**src/rtl/ysyx_23060332_seq_ctrl_pkg.sv**
```systemverilog
// Shared types for the NPC multi-cycle sequencer.
// State encoding and halt-cause codes used by the controller and its bench.
package ysyx_23060332_seq_ctrl_pkg;

  typedef enum logic [2:0] {
    SEQ_IF_REQ   = 3'd0,
    SEQ_IF_WAIT  = 3'd1,
    SEQ_EXEC     = 3'd2,
    SEQ_MEM_REQ  = 3'd3,
    SEQ_MEM_WAIT = 3'd4,
    SEQ_WB       = 3'd5,
    SEQ_HALT     = 3'd6
  } seq_state_e;

  typedef enum logic [1:0] {
    HALT_NONE    = 2'd0,
    HALT_EBREAK  = 2'd1,
    HALT_ILLEGAL = 2'd2,
    HALT_TIMEOUT = 2'd3
  } halt_cause_e;

  function automatic logic is_wait_state(input seq_state_e s);
    return (s == SEQ_IF_REQ)  || (s == SEQ_IF_WAIT) ||
           (s == SEQ_MEM_REQ) || (s == SEQ_MEM_WAIT);
  endfunction

endpackage

```
**src/rtl/ysyx_23060332_wdog.sv**
```systemverilog
// Bus watchdog: counts stalled cycles in a handshake state.
// Saturates at TIMEOUT; clr restarts the count on every state entry.
module ysyx_23060332_wdog #(
  parameter int unsigned TIMEOUT = 255
) (
  input  logic clk,
  input  logic rst,
  input  logic clr,
  input  logic run,
  output logic expired
);

  localparam int unsigned W = $clog2(TIMEOUT + 1);
  localparam logic [W-1:0] LIM = W'(TIMEOUT);
  localparam logic [W-1:0] ONE = W'(1);

  logic [W-1:0] cnt_q;
  logic [W-1:0] cnt_d;

  always_comb begin
    cnt_d = cnt_q;
    if (clr)
      cnt_d = '0;
    else if (run && !expired)
      cnt_d = cnt_q + ONE;
  end

  always_ff @(posedge clk or posedge rst) begin
    if (rst)
      cnt_q <= '0;
    else
      cnt_q <= cnt_d;
  end

  assign expired = (cnt_q == LIM);

endmodule

```
**src/rtl/ysyx_23060332_seq_ctrl.sv**
```systemverilog
// Multi-cycle sequencer: fetch, exec, optional memory, writeback.
// Stops on ebreak, illegal instruction or memory-handshake timeout.
module ysyx_23060332_seq_ctrl
  import ysyx_23060332_seq_ctrl_pkg::*;
#(
  parameter int unsigned TIMEOUT = 255,
  parameter int unsigned CNT_W   = 64
) (
  input  logic             clk,
  input  logic             rst,
  output logic             if_req_valid,
  input  logic             if_req_ready,
  input  logic             if_rsp_valid,
  output logic             ir_en,
  input  logic             is_load,
  input  logic             is_store,
  input  logic             is_trap,
  input  logic             is_illegal,
  input  logic             reg_wen_i,
  output logic             reg_wen_o,
  output logic             pc_en,
  output logic             lsu_req_valid,
  input  logic             lsu_req_ready,
  input  logic             lsu_rsp_valid,
  output logic             halted,
  output logic [1:0]       halt_cause,
  output logic [CNT_W-1:0] cycle_cnt,
  output logic [CNT_W-1:0] instret_cnt
);

  localparam logic [CNT_W-1:0] CNT_ONE = CNT_W'(1);

  seq_state_e       state_q;
  halt_cause_e      cause_q;
  logic [CNT_W-1:0] cycle_q;
  logic [CNT_W-1:0] instret_q;

  logic awaited;
  logic waiting;
  logic wd_exp;
  logic wd_run;
  logic timeout;
  logic leave;

  // The one input each handshake state is stalled on.
  always_comb begin
    awaited = 1'b0;
    unique case (state_q)
      SEQ_IF_REQ:   awaited = if_req_ready;
      SEQ_IF_WAIT:  awaited = if_rsp_valid;
      SEQ_MEM_REQ:  awaited = lsu_req_ready;
      SEQ_MEM_WAIT: awaited = lsu_rsp_valid;
      default:      awaited = 1'b0;
    endcase
  end

  assign waiting = is_wait_state(state_q);
  assign wd_run  = waiting & ~awaited;
  assign timeout = wd_run & wd_exp;
  assign leave   = (waiting & awaited) | timeout |
                   (state_q == SEQ_EXEC) | (state_q == SEQ_WB);

  ysyx_23060332_wdog #(
    .TIMEOUT(TIMEOUT)
  ) u_wdog (
    .clk    (clk),
    .rst    (rst),
    .clr    (leave),
    .run    (wd_run),
    .expired(wd_exp)
  );

  always_ff @(posedge clk or posedge rst) begin
    if (rst) begin
      state_q   <= SEQ_IF_REQ;
      cause_q   <= HALT_NONE;
      cycle_q   <= '0;
      instret_q <= '0;
    end else begin
      if (state_q != SEQ_HALT)
        cycle_q <= cycle_q + CNT_ONE;
      unique case (state_q)
        SEQ_IF_REQ: begin
          if (awaited)
            state_q <= SEQ_IF_WAIT;
          else if (timeout) begin
            state_q <= SEQ_HALT;
            cause_q <= HALT_TIMEOUT;
          end
        end
        SEQ_IF_WAIT: begin
          if (awaited)
            state_q <= SEQ_EXEC;
          else if (timeout) begin
            state_q <= SEQ_HALT;
            cause_q <= HALT_TIMEOUT;
          end
        end
        // ebreak outranks illegal; it retires without a PC update.
        SEQ_EXEC: begin
          if (is_trap) begin
            state_q   <= SEQ_HALT;
            cause_q   <= HALT_EBREAK;
            instret_q <= instret_q + CNT_ONE;
          end else if (is_illegal) begin
            state_q <= SEQ_HALT;
            cause_q <= HALT_ILLEGAL;
          end else if (is_load || is_store)
            state_q <= SEQ_MEM_REQ;
          else
            state_q <= SEQ_WB;
        end
        SEQ_MEM_REQ: begin
          if (awaited)
            state_q <= SEQ_MEM_WAIT;
          else if (timeout) begin
            state_q <= SEQ_HALT;
            cause_q <= HALT_TIMEOUT;
          end
        end
        SEQ_MEM_WAIT: begin
          if (awaited)
            state_q <= SEQ_WB;
          else if (timeout) begin
            state_q <= SEQ_HALT;
            cause_q <= HALT_TIMEOUT;
          end
        end
        SEQ_WB: begin
          state_q   <= SEQ_IF_REQ;
          instret_q <= instret_q + CNT_ONE;
        end
        SEQ_HALT: state_q <= SEQ_HALT;
        default:  state_q <= SEQ_IF_REQ;
      endcase
    end
  end

  assign if_req_valid  = (state_q == SEQ_IF_REQ);
  assign lsu_req_valid = (state_q == SEQ_MEM_REQ);
  assign pc_en         = (state_q == SEQ_WB);
  assign reg_wen_o     = (state_q == SEQ_WB) & reg_wen_i;
  assign ir_en         = (state_q == SEQ_IF_WAIT) & if_rsp_valid;
  assign halted        = (state_q == SEQ_HALT);
  assign halt_cause    = cause_q;
  assign cycle_cnt     = cycle_q;
  assign instret_cnt   = instret_q;

endmodule

```
**config.mk**
```make
export PLATFORM = sky130hd
export DESIGN_NAME = ysyx_23060332_seq_ctrl
export DESIGN_NICKNAME = d
export VERILOG_FILES = /design/src/rtl/ysyx_23060332_seq_ctrl_pkg.sv /design/src/rtl/ysyx_23060332_wdog.sv /design/src/rtl/ysyx_23060332_seq_ctrl.sv
export SDC_FILE = /design/constraint.sdc
export NUM_CORES = 1
export LEC_CHECK = 0
export ABC_CLOCK_PERIOD_IN_PS = 5500
export CORE_MARGIN = 3
export CORE_UTILIZATION = 51
export DETAILED_ROUTE_END_ITERATION = 10
export GPL_TIMING_DRIVEN = 0
export PLACE_DENSITY_LB_ADDON = 0.1
export SETUP_SLACK_MARGIN = 0.15
export SYNTH_ARGS = -nofsm -noshare
export SYNTH_HDL_FRONTEND = slang
export SYNTH_SLANG_ARGS = --single-unit
```
**constraint.sdc**
```tcl
create_clock -name clk -period 5.5 [get_ports clk]
set_input_delay 1.1 -clock clk [delete_from_list [all_inputs] [get_ports clk]]
set_output_delay 1.1 -clock clk [all_outputs]
set_load 0.005 [all_outputs]
```
==> impl_metrics.csv, run 1 <==
group,metric,value,unit
min_path,hold-path-endpoint,"cycle_cnt[58]",
logic_synthesis,synthArstFlopShare,100,%
sta,worst_pin_slew,0.754,ns
grt,grt_start_max_net_pins,105,
sta,hold_violations,0,
logic_synthesis,synth_top_family_by_area,"simple AND/OR/NAND/NOR gates",
critical_path,worstPathRequired,4.40,ns
power_and_ir_drop,leakagePower,3.96,nW
logic_synthesis,synth_xor_area_share,17.1,%
logic_synthesis,synth_top_flop_cell,"dfrtp_1",
logic_synthesis,postSynthAreaPerCell,10.7,um2
critical_path,reg2reg_slack,3.19,ns
sta,min_period,3.37,ns
final_layout,final_common_cell,"clkdlybuf4s50_1",
clock_tree,cts_sinks,141,
critical_path,critical_path_peak_fanout,2,
logic_synthesis,ys_seq_area_share,52.3,%
logic_synthesis,synth_nets,642,
final_layout,post-route-util,70.9,%
floorplanning,die_w,121,um
grt,grtUsageTotal,22.0,%
grt,grt_pass1_vias,5238,
min_path,hold_path.class,"reg -> reg",
place,place_area,8460,um2
floorplanning,dieArea,14700,um2
critical_path,critPathSlowestCell,"clkdlybuf4s50_1",
critical_path,cp-end-kind,"primary output",
final_layout,diodes,0,
critical_path,worstPathArrival,2.27,ns
critical_path,cpPeakStageDelay,0.51,ns
clock_tree,numCtsBuffers,17,
logic_synthesis,yosys.area_share.simple,25.2,%
final_layout,final_cell_mix,"clkdlybuf4s50_1 (146), dfrtp_1 (141), xor2_1 (73)",
floorplanning,initial_core_util,52.8,%
critical_path,rr_endpoint,"instret_cnt[51]",
clock_tree,clkTransAtPathRegs,0.05,ns
critical_path,crit_top_cell,"clkdlybuf4s50_1",
grt,antenna_found_initial,0,
logic_synthesis,synth-edff-count,0,
critical_path,ff2ff_path_depth,6,
place,io_buffer_count,146,
critical_path,cp_top_family,"buffers and inverters",
clock_tree,post-cts-setup-buffers,0,
grt,grt-ovfl-total,0,
drt,wl_per_cell,15.8,um
power_and_ir_drop,irDropWorstVdd,275,uV
critical_path,path_cells,"clkdlybuf4s50_1, nand2b_1, nor2_1, clkdlybuf4s50_1",
logic_synthesis,synthMuxAreaShare,0.797,%
drt,firstDrtPassIters,6,
critical_path,cp-start-kind,"input port",
clock_tree,clock_path_buffers,2,
drt,drc,0,
drt,viasPerCell,5.36,
final_layout,regArea,3530,um2
drt,drt_iter0_drc,370,
drt,postRouteAntennaNets,0,
clock_tree,cts_tree,"built",
logic_synthesis,synth_area,6750,um2
sta,final-setup-viol-count,0,
floorplanning,coreArea,12800,um2
final_layout,layout-drive-gt1-share,7.43,%
sta,slew_viol_final,0,
final_layout,final_area,9060,um2
place,hpwl,11100,um
logic_synthesis,synth.distinct_cells,47,
floorplanning,die_y,121,um
place,place_congestion,0.810,
sta,fmax,297,MHz
drt,num_vias,5252,
clock_tree,post_cts_resized,0,
clock_tree,clock_latency,0.42,ns
status,status,"completed",
sta,relSlewSlack,49.3,%
critical_path,worst-setup-path-type,"in -> out",
floorplanning,std_cell_rows,41,
logic_synthesis,synth_adder_area_share,0.556,%
grt,grt_pass1_wl,25700,um
logic_synthesis,ys_ff_latch,141,
clock_tree,root_buffer,"clkbuf_16",
final_layout,areaGrowthSynthToFinish,34.2,%
final_layout,fin_nets,808,
min_path,worstHoldPathCells,1,
sta,period_share,61.3,%
logic_synthesis,synth_compound_area_share,2.39,%
run,drv_cap,0,
floorplanning,io-pin-count,147,
critical_path,worst-path-buf-inv,2,
final_layout,nFillCells,937,
clock_tree,hold_buffers,0,
critical_path,reg2reg_from,"instret_cnt[28]",
min_path,holdCritStartpoint,"cycle_cnt[58]",
logic_synthesis,synth_cells,628,
clock_tree,ctsHtreeMaxLevel,4,
final_layout,multi_input_area,3110,um2
logic_synthesis,synth_warnings,0,
power_and_ir_drop,powerDensity,320,nW/um2
sta,fin_skew,0.00810,ns
sta,rsz0062_at_grt,"no",
drt,wl,15400,um
[per-layer routing]
layer	vias up	wire [um]	track usage, %	part of all wire (%)
met4	0	180	6.37	1.2
met1	2593	6860	28.4	45
met5	-	0	0	0
met2	114	7670	36.4	50
li1	2529	-	-	-
met3	16	705	5.92	4.6
[metrics by stage]
step | hold WS [ns] | setup slack, ns | power (mW) | setup TNS [ns] | cells
global route | 0.504 | 2.09 | 3.04 | 0 | 979
CTS | 0.488 | 2.12 | 2.93 | 0 | 979
finish | 0.489 | 2.13 | 2.90 | 0 | 979
detailed placement | 0.477 | 2.13 | 1.78 | 0 | 947
global placement | 0.474 | -1.20 | 1.76 | -168.20 | 946
floorplan | 0.465 | 0.619 | 1.53 | 0 | 628
[report_power, final]
group | switching [mW] | leakage, nW | internal, mW
logic | 0.273 | 1.79 | 0.273
clock network | 0.408 | 0.294 | 0.739
registers | 0.0908 | 1.88 | 1.12
total | 0.772 | 3.96 | 2.13
[final cells by class]
class                           instances  share of cell area (%)
Sequential cell                       141                    38.9
Multi-Input combinational cell        463                    34.4
Timing Repair Buffer                  147                    16.4
Clock buffer                           27                    5.77
Tap cell                              172                    2.38
Clock inverter                          5                   0.856
Buffer                                 11                   0.663
Inverter                               13                   0.594
[state kept, by name, indices dropped and copies added, names as in the netlist]
signal,count
cycle_cnt,64
instret_cnt,64
u_wdog.cnt_q,8
state_q,3
halt_cause,2
[logic make-up after synthesis]
| logic type | count (synthesis) |
|---|---|
| AO/OA/AOI/OAI | 19 |
| multiplexers | 5 |
| flip-flops | 141 |
| AND/OR/NAND/NOR | 304 |
| buffers and inverters | 24 |
| adder cells (fa/ha/maj) | 3 |
| XOR/XNOR | 132 |
[worst max path at each step]
stage	end	cells after the start	from	slack, ns
after global routing	ir_en	4	if_rsp_valid	2.09
after CTS	ir_en	4	if_rsp_valid	2.12
after detailed placement	ir_en	4	if_rsp_valid	2.13
after global placement	instret_cnt[39]	2	rst	-1.20
after floorplan	cycle_cnt[0]	1	rst	0.62
final	ir_en	4	if_rsp_valid	2.13
[Yosys cell counts (2+ instances only)]
cell / n / share of area (%)
dfrtp_1: 141 / 52
and4_1: 10 / 1.3
mux2_2: 3 / 0.50
mux2i_1: 2 / 0.30
xnor2_1: 59 / 7.7
o21ai_0: 4 / 0.30
nand2_1: 56 / 3.1
nor3_4: 2 / 0.48
nor3_2: 3 / 0.44
nor3_1: 26 / 1.9
ha_1: 3 / 0.56
nand3_1: 45 / 3.3
nor2_1: 59 / 3.3
nor4_4: 3 / 0.95
xor2_1: 73 / 9.5
buf_2: 6 / 0.44
and3b_1: 2 / 0.26
inv_1: 13 / 0.72
nor4_2: 2 / 0.37
a2111oi_4: 2 / 0.82
and3_1: 14 / 1.3
nand2b_1: 4 / 0.37
a21oi_1: 5 / 0.37
nand4_1: 43 / 4.0
nor4_1: 12 / 1.1
nor3b_1: 5 / 0.56
clkbuf_1: 3 / 0.17
and2_1: 4 / 0.37
a211oi_1: 3 / 0.33
nor2b_1: 3 / 0.28
a21o_1: 2 / 0.22
No activity file was read; power rests on OpenSTA's default activity.
==> inputs of run 2 (changes only) <==
ABC_CLOCK_PERIOD_IN_PS = 3100   (was 5500)
CORE_UTILIZATION = 46   (was 51)
clock period = 3.1 ns   (was 5.5 ns; I/O delays follow)
==> impl_metrics.csv, run 2 (synthesis gave the netlist of run 1 again) <==
group,metric,value,unit
critical_path,critical_path_peak_fanout,8,
floorplanning,io-pin-count,147,
floorplanning,initial_core_util,47.9,%
grt,grt_pass1_wl,26300,um
critical_path,critPathSlowestCell,"clkdlybuf4s50_1",
status,status,"completed",
final_layout,layout-drive-gt1-share,7.56,%
critical_path,worstPathArrival,2.06,ns
sta,period_share,86.3,%
drt,num_vias,5292,
sta,hold_violations,0,
clock_tree,hold_buffers,0,
final_layout,final_common_cell,"clkdlybuf4s50_1",
sta,min_period,2.68,ns
floorplanning,die_w,127,um
clock_tree,clkTransAtPathRegs,0.06,ns
sta,slew_viol_final,0,
drt,viasPerCell,5.36,
sta,setup-tns-final,0,ns
place,place_area,8500,um2
drt,firstDrtPassIters,4,
floorplanning,coreArea,14100,um2
clock_tree,clock_latency,0.41,ns
place,place_congestion,0.825,
drt,wl_per_cell,16.0,um
place,hpwl,11300,um
drt,wl,15800,um
min_path,hold_path.class,"reg -> reg",
critical_path,cp-end-kind,"primary output",
grt,antenna_found_initial,0,
sta,fin_skew,0.00775,ns
clock_tree,root_buffer,"clkbuf_16",
sta,rsz0062_at_grt,"no",
sta,fmax,374,MHz
floorplanning,die_y,127,um
grt,grt_pass1_vias,5239,
clock_tree,post_cts_resized,0,
critical_path,worstPathRequired,2.48,ns
final_layout,areaGrowthSynthToFinish,34.0,%
drt,drc,0,
critical_path,path_cells,"buf_4, nand3b_2, inv_1, and2_1, clkdlybuf4s50_1",
final_layout,final_area,9040,um2
floorplanning,dieArea,16200,um2
sta,worst_pin_slew,0.858,ns
grt,grt-ovfl-total,0,
run,drv_cap,0,
clock_tree,cts_tree,"built",
clock_tree,ctsHtreeMaxLevel,4,
drt,postRouteAntennaNets,0,
clock_tree,numCtsBuffers,17,
final_layout,diodes,0,
grt,grtUsageTotal,20.0,%
drt,drt_iter0_drc,305,
power_and_ir_drop,leakagePower,3.95,nW
power_and_ir_drop,irDropWorstVdd,335,uV
clock_tree,cts_sinks,141,
sta,final-setup-viol-count,0,
critical_path,cp-start-kind,"flop",
critical_path,cpPeakStageDelay,0.49,ns
power_and_ir_drop,powerDensity,554,nW/um2
clock_tree,clock_path_buffers,2,
final_layout,final_cell_mix,"clkdlybuf4s50_1 (146), dfrtp_1 (141), xor2_1 (73)",
sta,whs,0.469,ns
sta,relSlewSlack,42.3,%
place,io_buffer_count,146,
floorplanning,std_cell_rows,43,
clock_tree,post-cts-setup-buffers,0,
final_layout,fin_nets,810,
grt,grt_start_max_net_pins,44,
critical_path,worst-setup-path-type,"reg -> out",
## run 2: cell types whose count changed in the layout (fill, tap and decap cells not counted), sizes merged
cell      change
buf           +2
clkbuf        -4
inv           -1
bufinv        -1
clkinv        +2
clkinvlp      +2
## run 2: power breakdown
group / switching [mW] / internal (mW)
sequential: 0.175 / 1.99
clock: 0.743 / 1.15
combinational: 0.465 / 0.489
total: 1.38 / 3.63
## run 2: final cells by class
class	count	area (um2)
plain buffers	11	60.1
clock buffers	23	478
clock inverters	7	65.1
fillers	1170	5050
inverters	13	52.6
multi-input cells	463	3110
flip-flops and latches	141	3530
well taps	180	225
repair buffers	149	1520
## run 2: layer usage
layer	share of wire [%]	GRT usage, %
met3	5.8	5.48
met4	1.3	6.31
met5	0	0
met2	48	31.5
met1	45	27.2
## run 2: final timing paths
kind	from	endpoint	slack, ns	cells after the start
setup reg to reg	state_q[2]	cycle_cnt[58]	0.75	7
hold reg to reg	instret_cnt[63]	instret_cnt[63]	0.47	1
hold / removal	instret_cnt[63]	instret_cnt[63]	0.47	1
setup / recovery	state_q[1]	reg_wen_o	0.42	5
max in group asynchronous	rst	instret_cnt[29]	1.60	4
min in group asynchronous	rst	cycle_cnt[30]	0.64	2
## run 2: worst max-delay path, delay by kind of cell, from the launching register on
| kind | cells | cell delay (ns) |
|---|---|---|
| buffers and inverters | 3 | 0.82 |
| DFF | 1 | 0.35 |
| and+or+nand+nor | 2 | 0.47 |
## run 2: stage by stage
step	setup WS, ns	utilization [%]	power [mW]	instances
final	0.425	64.2	5.01	987
after global routing	0.325	64.2	5.26	987
after CTS	0.400	64.2	5.06	987
after detailed placement	0.207	60.3	3.16	957
after global placement	-0.520	59.9	3.11	954
after floorplan	0.717	-	2.72	628
